## config.mk

```make
export PLATFORM = sky130hd
export DESIGN_NAME = edge_burst_monitor_flat
export DESIGN_NICKNAME = d
export VERILOG_FILES = /design/src/rtl/edge_burst_monitor_if.sv /design/src/rtl/edge_burst_monitor.sv /design/src/flat_wrapper.sv
export SDC_FILE = /design/constraint.sdc
export NUM_CORES = 1
export LEC_CHECK = 0
export BUFFER_PORTS_ARGS = -buffer_cell sky130_fd_sc_hd__buf_4
export CAP_MARGIN = 5
export CORE_AREA = 2 2 85 103
export DETAILED_ROUTE_END_ITERATION = 16
export DIE_AREA = 0 0 87 105
export PLACE_DENSITY = 0.55
export RECOVER_POWER = 50
export SYNTH_ARGS = -nofsm -noshare
export SYNTH_HDL_FRONTEND = slang
export SYNTH_SLANG_ARGS = --single-unit
```

## constraint.sdc

```tcl
create_clock -name clk -period 2.1 [get_ports clk]
set_input_delay 0.105 -clock clk [delete_from_list [all_inputs] [get_ports clk]]
set_output_delay 0.105 -clock clk [all_outputs]
set_load 0.02 [all_outputs]
```

## src/rtl/edge_burst_monitor_if.sv

```systemverilog
// Bus bundle for edge_burst_monitor: control/sample inputs and per-channel status outputs.
// The master side drives clear/signal/edge_sel; the slave side (the monitor) drives the status.
interface edge_burst_monitor_if #(
    parameter int CHANNELS = 4,
    parameter int CNT_W    = 4
);
    logic                      clear;
    logic [CHANNELS-1:0]       signal;
    logic [1:0]                edge_sel;
    logic [CHANNELS-1:0]       active;
    logic [CHANNELS-1:0]       hit;
    logic [CHANNELS-1:0]       done;
    logic [CHANNELS*CNT_W-1:0] count;

    modport master (
        output clear, signal, edge_sel,
        input  active, hit, done, count
    );

    modport slave (
        input  clear, signal, edge_sel,
        output active, hit, done, count
    );
endinterface

```

## src/rtl/edge_burst_monitor.sv

```systemverilog
// Multi-channel edge-burst detector: an edge opens a WINDOW-sample window, hit flags THRESH edges.
// Optional macro RETRIGGER_EN lets an edge on the closing sample open the next window at once.
module edge_burst_monitor #(
    parameter int CHANNELS = 4,
    parameter int WINDOW   = 8,
    parameter int THRESH   = 3,
    parameter int CNT_W    = 4
) (
    input  logic               clk,
    input  logic               reset,
    edge_burst_monitor_if.slave bus
);
    localparam int              WC_W     = $clog2(WINDOW + 1);
    localparam logic [WC_W-1:0] WC_ONE   = WC_W'(1);
    localparam logic [WC_W-1:0] WC_LAST  = WC_W'(WINDOW);
    localparam logic [CNT_W-1:0] CNT_ONE = CNT_W'(1);
    localparam logic [CNT_W-1:0] CNT_MAX = {CNT_W{1'b1}};
    localparam logic [CNT_W-1:0] THR_V   = CNT_W'(THRESH);
    localparam logic            OPEN_HIT = 1'(THRESH == 1);

    typedef enum logic {IDLE = 1'b0, ACTIVE = 1'b1} state_e;

    state_e              state_r    [CHANNELS];
    state_e              state_nx_s [CHANNELS];
    logic [WC_W-1:0]     wcnt_r     [CHANNELS];
    logic [WC_W-1:0]     wcnt_nx_s  [CHANNELS];
    logic [CNT_W-1:0]    count_r    [CHANNELS];
    logic [CNT_W-1:0]    count_nx_s [CHANNELS];
    logic [CHANNELS-1:0] prev_r;
    logic [CHANNELS-1:0] hit_r;
    logic [CHANNELS-1:0] done_r;
    logic [CHANNELS-1:0] hit_nx_s;
    logic [CHANNELS-1:0] done_nx_s;
    logic [CHANNELS-1:0] edge_s;

    // 11 is treated as rising so every encoding has a defined meaning
    function automatic logic edge_qual(input logic p, input logic s, input logic [1:0] sel);
        case (sel)
            2'b00:   edge_qual = ~p & s;
            2'b01:   edge_qual = p & ~s;
            2'b10:   edge_qual = p ^ s;
            default: edge_qual = ~p & s;
        endcase
    endfunction

    // Qualified edge per channel from the previous and current sample
    always_comb begin
        edge_s = {CHANNELS{1'b0}};
        for (int i = 0; i < CHANNELS; i++) begin
            edge_s[i] = edge_qual(prev_r[i], bus.signal[i], bus.edge_sel);
        end
    end

    // State register: async reset; prev tracks the input even while clear is asserted
    always_ff @(posedge clk or posedge reset) begin
        if (reset) begin
            prev_r <= {CHANNELS{1'b0}};
            hit_r  <= {CHANNELS{1'b0}};
            done_r <= {CHANNELS{1'b0}};
            for (int i = 0; i < CHANNELS; i++) begin
                state_r[i] <= IDLE;
                wcnt_r[i]  <= {WC_W{1'b0}};
                count_r[i] <= {CNT_W{1'b0}};
            end
        end else begin
            prev_r  <= bus.signal;
            hit_r   <= hit_nx_s;
            done_r  <= done_nx_s;
            state_r <= state_nx_s;
            wcnt_r  <= wcnt_nx_s;
            count_r <= count_nx_s;
        end
    end

    // Next-state logic: open on edge, count inside the window, close on sample WINDOW+1
    always_comb begin
        logic [CNT_W-1:0] inc_s;
        state_nx_s = state_r;
        wcnt_nx_s  = wcnt_r;
        count_nx_s = count_r;
        hit_nx_s   = hit_r;
        done_nx_s  = {CHANNELS{1'b0}};
        inc_s      = {CNT_W{1'b0}};
        for (int i = 0; i < CHANNELS; i++) begin
            inc_s = (count_r[i] == CNT_MAX) ? CNT_MAX : count_r[i] + CNT_ONE;
            if (bus.clear) begin
                state_nx_s[i] = IDLE;
                wcnt_nx_s[i]  = {WC_W{1'b0}};
                count_nx_s[i] = {CNT_W{1'b0}};
                hit_nx_s[i]   = 1'b0;
            end else begin
                case (state_r[i])
                    IDLE: begin
                        if (edge_s[i]) begin
                            state_nx_s[i] = ACTIVE;
                            wcnt_nx_s[i]  = WC_ONE;
                            count_nx_s[i] = CNT_ONE;
                            hit_nx_s[i]   = OPEN_HIT;
                        end else begin
                            state_nx_s[i] = IDLE;
                        end
                    end
                    ACTIVE: begin
                        if (wcnt_r[i] < WC_LAST) begin
                            wcnt_nx_s[i] = wcnt_r[i] + WC_ONE;
                            if (edge_s[i]) begin
                                count_nx_s[i] = inc_s;
                                hit_nx_s[i]   = hit_r[i] | (inc_s >= THR_V);
                            end else begin
                                count_nx_s[i] = count_r[i];
                            end
                        end else begin
                            done_nx_s[i]  = 1'b1;
                            state_nx_s[i] = IDLE;
                            wcnt_nx_s[i]  = {WC_W{1'b0}};
`ifdef RETRIGGER_EN
                            if (edge_s[i]) begin
                                state_nx_s[i] = ACTIVE;
                                wcnt_nx_s[i]  = WC_ONE;
                                count_nx_s[i] = CNT_ONE;
                                hit_nx_s[i]   = OPEN_HIT;
                            end else begin
                                count_nx_s[i] = count_r[i];
                            end
`else
                            count_nx_s[i] = count_r[i];
`endif
                        end
                    end
                    default: begin
                        state_nx_s[i] = IDLE;
                        wcnt_nx_s[i]  = {WC_W{1'b0}};
                    end
                endcase
            end
        end
    end

    // Outputs come straight from registers: no combinational input-to-output path
    always_comb begin
        bus.active = {CHANNELS{1'b0}};
        bus.count  = {(CHANNELS*CNT_W){1'b0}};
        bus.hit    = hit_r;
        bus.done   = done_r;
        for (int i = 0; i < CHANNELS; i++) begin
            bus.active[i]                = (state_r[i] == ACTIVE);
            bus.count[i*CNT_W +: CNT_W]  = count_r[i];
        end
    end
endmodule

```

## src/flat_wrapper.sv

```systemverilog
// flat-port wrapper written by rule: the top's interface ports become plain ports
module edge_burst_monitor_flat 
#(
    parameter int CHANNELS = 4,
    parameter int WINDOW   = 8,
    parameter int THRESH   = 3,
    parameter int CNT_W    = 4
)
  (clk, reset, bus_clear, bus_signal, bus_edge_sel, bus_active, bus_hit, bus_done, bus_count);
  edge_burst_monitor_if #(.CHANNELS(CHANNELS), .CNT_W(CNT_W)) bus_i ();
  input  logic clk;
  input  logic reset;
  input wire logic [$bits(bus_i.clear)-1:0] bus_clear;
  input wire logic [$bits(bus_i.signal)-1:0] bus_signal;
  input wire logic [$bits(bus_i.edge_sel)-1:0] bus_edge_sel;
  output wire logic [$bits(bus_i.active)-1:0] bus_active;
  output wire logic [$bits(bus_i.hit)-1:0] bus_hit;
  output wire logic [$bits(bus_i.done)-1:0] bus_done;
  output wire logic [$bits(bus_i.count)-1:0] bus_count;
  assign bus_i.clear = bus_clear;
  assign bus_i.signal = bus_signal;
  assign bus_i.edge_sel = bus_edge_sel;
  assign bus_active = bus_i.active;
  assign bus_hit = bus_i.hit;
  assign bus_done = bus_i.done;
  assign bus_count = bus_i.count;
  edge_burst_monitor #(.CHANNELS(CHANNELS), .WINDOW(WINDOW), .THRESH(THRESH), .CNT_W(CNT_W)) u_core (.clk(clk), .reset(reset), .bus(bus_i));
endmodule
```

# Word level (Yosys, flattened, before mapping)
# Cells that the tools add are included.
totals:
  elab_cells: 172
  output_inout_bits: 28
  ff_bits: 48
  in_bits: 9
classes:
  reduce_logical: 4
  n_eq_ne: 18
  mux: 88
  magnitude_cmp: 8
  addsub: 8
  bitwise: 28
op_table:
  columns: ["op", "count"]
  rows:
  - ["4-bit 2-to-1 mux", 28]
  - ["4-bit case mux with 2 select lines", 8]
  - ["1-bit 2-to-1 mux", 40]
  - ["4-bit by 1-bit adder with 4-bit output (second input constant)", 8]
  - ["3-bit inequality test (second input constant)", 8]
  - ["1-bit case mux with 2 select lines", 12]
  - ["4-bit equality test (second input constant)", 4]
  - ["4-bit by 2-bit >= comparator with 1-bit output (second input constant)", 4]
  - ["4-bit < comparator (second input constant)", 4]
  - ["3-bit by 2-bit inequality test with 1-bit output (second input constant)", 4]
  - ["1-bit inverter", 12]
  - ["3-bit AND reduction", 4]
  - ["1-bit AND", 8]
  - ["1-bit OR", 4]
  - ["1-bit bitwise XOR", 4]
  - ["2-bit by 1-bit equality test with 1-bit output (second input constant)", 1]
  - ["2-bit equality test (second input constant)", 1]

# Depth between registers and ports, before layout
logic_depth:
  ltp_word: 8
  depth_mapped: 7
  depth_no_buf: 6

# Worst setup path after synthesis
# No wires, ideal clock.
synth_timing:
  path_kind: "register to register"
  startpoint: "register u_core.prev_r[1]"
  endpoint: "register u_core.count_r, in the netlist u_core.bus.count[5]"
  synth_period_minus_slack_ns: 1.518
  path_stages_with_launch: 7
  n_path_buf: 1
  t_required_ns: 1.980
  path_slack_ns: 0.582
  setup_ns: 0.120
  arrival_time_ns: 1.398
  path_cell_list: "dfrtp_1 -> ha_1 -> nand2b_1 -> a31oi_4 -> buf_6 -> a21oi_1 -> a41o_1"
synth_between:
  elab_chain_len: 5
  elab_cells_between_ends: 8
  classes_between: "eq/ne (2); mux (1); bitwise (4); reduce/logical (1)"
synth_rtl:
  columns: ["element", "line_no", "text"]
  rows:
  - ["start, declared", "edge_burst_monitor.sv:29", "logic [CHANNELS-1:0] prev_r;"]
  - ["start signal, assigned", "edge_burst_monitor.sv:57", "prev_r <= {CHANNELS{1'b0}};"]
  - ["start signal, assigned", "edge_burst_monitor.sv:66", "prev_r <= bus.signal;"]
  - ["1-bit inverter", "edge_burst_monitor.sv:39, edge_burst_monitor.sv:42", null]
  - ["1-bit AND", "edge_burst_monitor.sv:39, edge_burst_monitor.sv:42", null]
  - ["1-bit case mux with 2 select lines *", "edge_burst_monitor.sv:38", "case (sel)"]
  - ["3-bit inequality test (no source line) / 3-bit by 2-bit inequality test with 1-bit output (equally long branches)", null, null]
  - ["3-bit AND reduction (no source line) *", null, null]
  - ["end signal, assigned by index", "edge_burst_monitor.sv:63", "count_r[i] <= {CNT_W{1'b0}};"]
  - ["end signal, assigned", "edge_burst_monitor.sv:71", "count_r <= count_nx_s;"]
  - ["end, declared", "edge_burst_monitor.sv:27", "logic [CNT_W-1:0] count_r [CHANNELS];"]
# Every way passes the cells marked *; elsewhere a longest branch is shown, timed or not.
# A chain may end at the register's enable or synchronous reset.

# Worst setup path after layout
layout_timing:
  startpoint: "input port bus_signal[1]"
  endpoint: "register u_core.hit_r[1] (netlist: u_core.bus.hit[1])"
layout_between:
  elab_chain_len: 5
  elab_cells_between_ends: 8
  classes_between: "eq/ne (2); mux (1); bitwise (4); reduce/logical (1)"
layout_rtl:
  columns: ["element", "line_no", "text"]
  rows:
  - ["start, declared", "flat_wrapper.sv:14", "input wire logic [$bits(bus_i.signal)-1:0] bus_signal;"]
  - ["1-bit inverter", "edge_burst_monitor.sv:40", "2'b01: edge_qual = p & ~s;"]
  - ["1-bit AND", "edge_burst_monitor.sv:40", null]
  - ["1-bit case mux with 2 select lines *", "edge_burst_monitor.sv:38", null]
  - ["3-bit inequality test (no source line) / 3-bit by 2-bit inequality test with 1-bit output (equally long branches)", null, null]
  - ["3-bit AND reduction (no source line) *", null, null]
  - ["end signal, assigned", "edge_burst_monitor.sv:58", "hit_r <= {CHANNELS{1'b0}};"]
  - ["end signal, assigned", "edge_burst_monitor.sv:67", "hit_r <= hit_nx_s;"]
  - ["end, declared", "edge_burst_monitor.sv:30", "logic [CHANNELS-1:0] hit_r;"]
# Marked as above.

==> summary.md <==
| Metric | Value |
|---|---|
| Outcome | `complete, no violations` |
| Register share of total power | `between 40% and 50%` |
| Final setup vio count | `0` |
| RSZ-0062 raised after global routing | `no` |
| Post-route DRC | `0` |
| Critical path depth in cells | `8` |
| Setup Crit Path Kind | `primary input to register` |
| CP Capture Type | `register` |
| Initial Utilization | `a little over a third` |
| CTS root buf | `clkbuf_8` |
| Diodes inserted | `0` |
| R2r worst-path depth | `5` |
| Top cells by instance count after synthesis | `dfrtp_1 (48), a21oi_1 (31), nand2_1 (25), inv_1 (23), nor2_1 (20)` |
| Cell with the most instances after synthesis | `dfrtp_1` |
| Synth Register Bits | `48` |
| Number of global-route vias before repair | `2,192` |
| Fin Setup TNS | `0 ns` |
| Critical Path, Cell by Cell | `dlygate4sd3_1, buf_4, inv_1, ha_1, nand2b_1, a31oi_4, a21oi_1, a2111oi_2` |
| Vias | `approximately 2.2k` |
| Largest net degree at the start of global routing | `approximately 50` |
| Worst hold-check path type | `primary input to register` |
| Hold Vio Cnt, Final | `0` |
| GP Congestion | `around 0.79` |
| Crit-path max FO | `14` |
| Synth top area share | `between 40% and 50%` |
| Crit start category | `primary input` |
| Share of flip-flops with an asynchronous set or reset | `100%` |
| Internal | `between 1 and 1.5 mW` |
| Max incr delay on CP | `0.52 ns` |
| Final net count | `355` |
| Clk pwr share | `a little under a third` |
| MaxCap Viol Count | `0` |
| Cell Rows | `36` |
| Post-layout power | `between 2 and 2.5 mW` |
| Port Buf Inserts | `36` |
| TritonRoute pass-1 iters | `4` |
| Slew HR | `19.7%` |
| Peak supply drop | `0.000258 V` |
| Clock Latency Late Sink | `roughly 0.3 ns` |
| Placed cell count | `411` |
| Layout cells sized above 1 | `around 14%` |
| Num ports | `37` |
| Grt ovf | `0` |
| First-pass GRT wire length | `slightly above 10,000 µm` |
| Horiz. Die Dim | `87 µm` |
| Final instance area | `~3200 µm²` |
| Comb pwr share | `slightly below 20%` |
| Core area | `a little over 8000 µm²` |
| WP buf/inv | `3` |
| GRT Resource Usage Total | `13.8%` |
| Delay-heaviest family, CP | `compound AO/OA/AOI/OAI gates` |
| Synth area leader | `dfrtp_1` |
| Die area | `slightly above 9000 µm²` |
| WL per Instance | `between 10 and 15 µm` |
| Clock Skews | `~0.0062 ns` |
| Fillers | `between 800 and 900` |
| Commonest register cell after synthesis | `dfrtp_1` |
| Max Slew Vio Count | `0` |
| Post-DP HPWL | `between 3000 and 4000 µm` |
| Cells after Synth | `287` |
| Die Ht | `around 110 µm` |
| CTS tree | `done` |
| H-tree level count | `2` |
| Vias per Instance | `5.29` |
| Initial antenna violation count | `0` |
| Final Critical Period | `1.94 ns` |
| Clock sink total | `48` |
| Antenna Nets Post-Route | `0` |
| Area Growth Syn to Fin | `15.1%` |
| CTS buffer count | `5` |
| Mapped Area | `between 2000 and 3000 µm²` |
| Final hold slack | `0.304 ns` |
| Count of cell types in the netlist | `48` |
| Yosys warning total | `0` |
| Sw Ratio | `a little under a third` |
| Mean area per synthesized cell | `a little under 10 µm²` |
| Worst slew pin tran | `approximately 1.2 ns` |
| CP arrival | `about 2.1 ns` |
| First-iteration detailed-routing DRC count | `50` |
| Achievable frequency | `a little over 500 MHz` |
| Cell Area, Placed | `3140 µm²` |
| Post-synth EDFFs | `0` |
| Final wirelength | `~6000 µm` |
| Syn nets | `roughly 310` |
| P_leak | `about 1.4 nW` |
| Reg clk slew, reported paths | `about 0.090 ns` |
| Psw | `0.632 mW` |
| Top post-synthesis cells by area | `dfrtp_1 (43%), ha_1 (8.1%), a21oi_1 (5.6%), nand2_1 (3.4%), a211oi_2 (3.1%)` |
| Non-filler cells in the finished layout | `approximately 420` |
| Slowest CP cell | `dlygate4sd3_1` |
| Min-Delay Path Depth | `3` |
| Clock Path Buffers | `2` |
| Final period util | `roughly 92%` |
| Register area share after synthesis | `43.0%` |
| CP Data Required Time | `around 2.3 ns` |
| PwrDens | `655 nW/µm²` |
## timing repair
item	4_1_cts	5_1_grt
hold endpoints to repair	43	0
hold buffers	5	0
setup buffers	0	0
resized for setup	0	0
## power by group through the flow
stage | clock network [mW] | logic [mW] | registers [mW]
after floorplan | 0 | 0.300 | 1.07
after global placement | 0 | 0.427 | 1.05
after detailed placement | 0 | 0.429 | 1.05
after CTS | 0.682 | 0.437 | 1.04
after global routing | 0.706 | 0.472 | 1.05
final | 0.651 | 0.419 | 1.04
## worst reg2reg max path, stage by stage, from the launching register on
cell	delay, ns
dfrtp_1	0.39
ha_1	0.26
nand2b_1	0.17
a31oi_4	0.41
a21oi_1	0.15
a2111oi_2	0.33
## cells by family (layout without fill, tap and decap cells)
| family | count (synthesis) | count (layout) | synth area share, % |
|---|---|---|---|
| flip-flops | 48 | 48 | 43.0 |
| XOR/XNOR | 1 | 1 | 0.313 |
| buffers and inverters | 35 | 75 | 5.55 |
| AND/OR/NAND/NOR | 90 | 90 | 16.2 |
| AO/OA/AOI/OAI | 95 | 95 | 26.9 |
| adder cells (fa/ha/maj) | 18 | 18 | 8.06 |
## routing by layer
metal | GRT usage, % | part of all wire (%) | vias up
met3 | 2.61 | 2.8 | 7
li1 | - | - | 1116
met4 | 5.25 | 1.8 | 0
met5 | 0 | 0 | -
met1 | 17.2 | 48 | 1076
met2 | 23.1 | 48 | 34
## layout by cell type, fill, tap and decap left out, types with 2 or more instances in the layout
master / count
inv_2: 3
clkbuf_8: 5
nor2_1: 20
nand3b_1: 2
inv_1: 23
o32a_1: 2
a21bo_1: 2
a31o_2: 4
dfrtp_1: 48
a211oi_2: 7
nand3_1: 7
o21a_1: 2
nand2_1: 25
a211oi_1: 3
a221oi_1: 2
clkbuf_1: 19
a21oi_1: 31
a31oi_1: 8
ha_1: 18
a41o_1: 2
and2_1: 4
o211ai_1: 4
a31o_1: 2
a21o_1: 4
o311ai_1: 3
o21ai_0: 3
nand4_1: 2
nor2b_1: 7
and2b_1: 5
dlygate4sd3_1: 5
nand2b_1: 7
a31oi_4: 4
nor3_1: 4
o31ai_1: 7
buf_4: 17
## registers in the layout, summed over array words and instances (netlist names)
name	cells
u_core.bus.count	16
u_core.wcnt_r	16
u_core.bus.active	4
u_core.bus.done	4
u_core.bus.hit	4
u_core.prev_r	4
## path summary, 6_finish.rpt
check | slack, ns | to | from
max | 0.16 | u_core.bus.hit[1]$_DFFE_PP0P_ | bus_signal[1]
min | 0.30 | u_core.wcnt_r[8]$_DFFE_PP0P_ | bus_clear
max reg2reg | 0.29 | u_core.bus.hit[1]$_DFFE_PP0P_ | u_core.prev_r[1]$_DFF_PP0_
min reg2reg | 0.52 | u_core.wcnt_r[0]$_DFFE_PP0P_ | u_core.wcnt_r[0]$_DFFE_PP0P_
max in group asynchronous | 0.62 | u_core.bus.count[12]$_DFFE_PP0P_ | reset
min in group asynchronous | 0.76 | u_core.bus.done[0]$_DFF_PP0_ | reset
## through the flow
step / setup slack [ns] / utilization [%]
floorplan: 0.582 / -
global placement: 0.334 / 39.0
detailed placement: 0.293 / 39.0
CTS: 0.160 / 40.8
global route: 0.0571 / 39.9
finish: 0.162 / 39.9
## cell type report
| cell class | count | area [µm²] | area share [%] |
|---|---|---|---|
| Clock buffer | 5 | 68.8 | 2.14 |
| Clock inverter | 1 | 30.0 | 0.933 |
| Inverter | 26 | 97.6 | 3.03 |
| Multi-Input combinational cell | 204 | 1440 | 44.7 |
| Sequential cell | 48 | 1200 | 37.3 |
| Tap cell | 95 | 119 | 3.70 |
| Timing Repair Buffer | 43 | 262 | 8.13 |
Power figures use the tool's default switching activity.
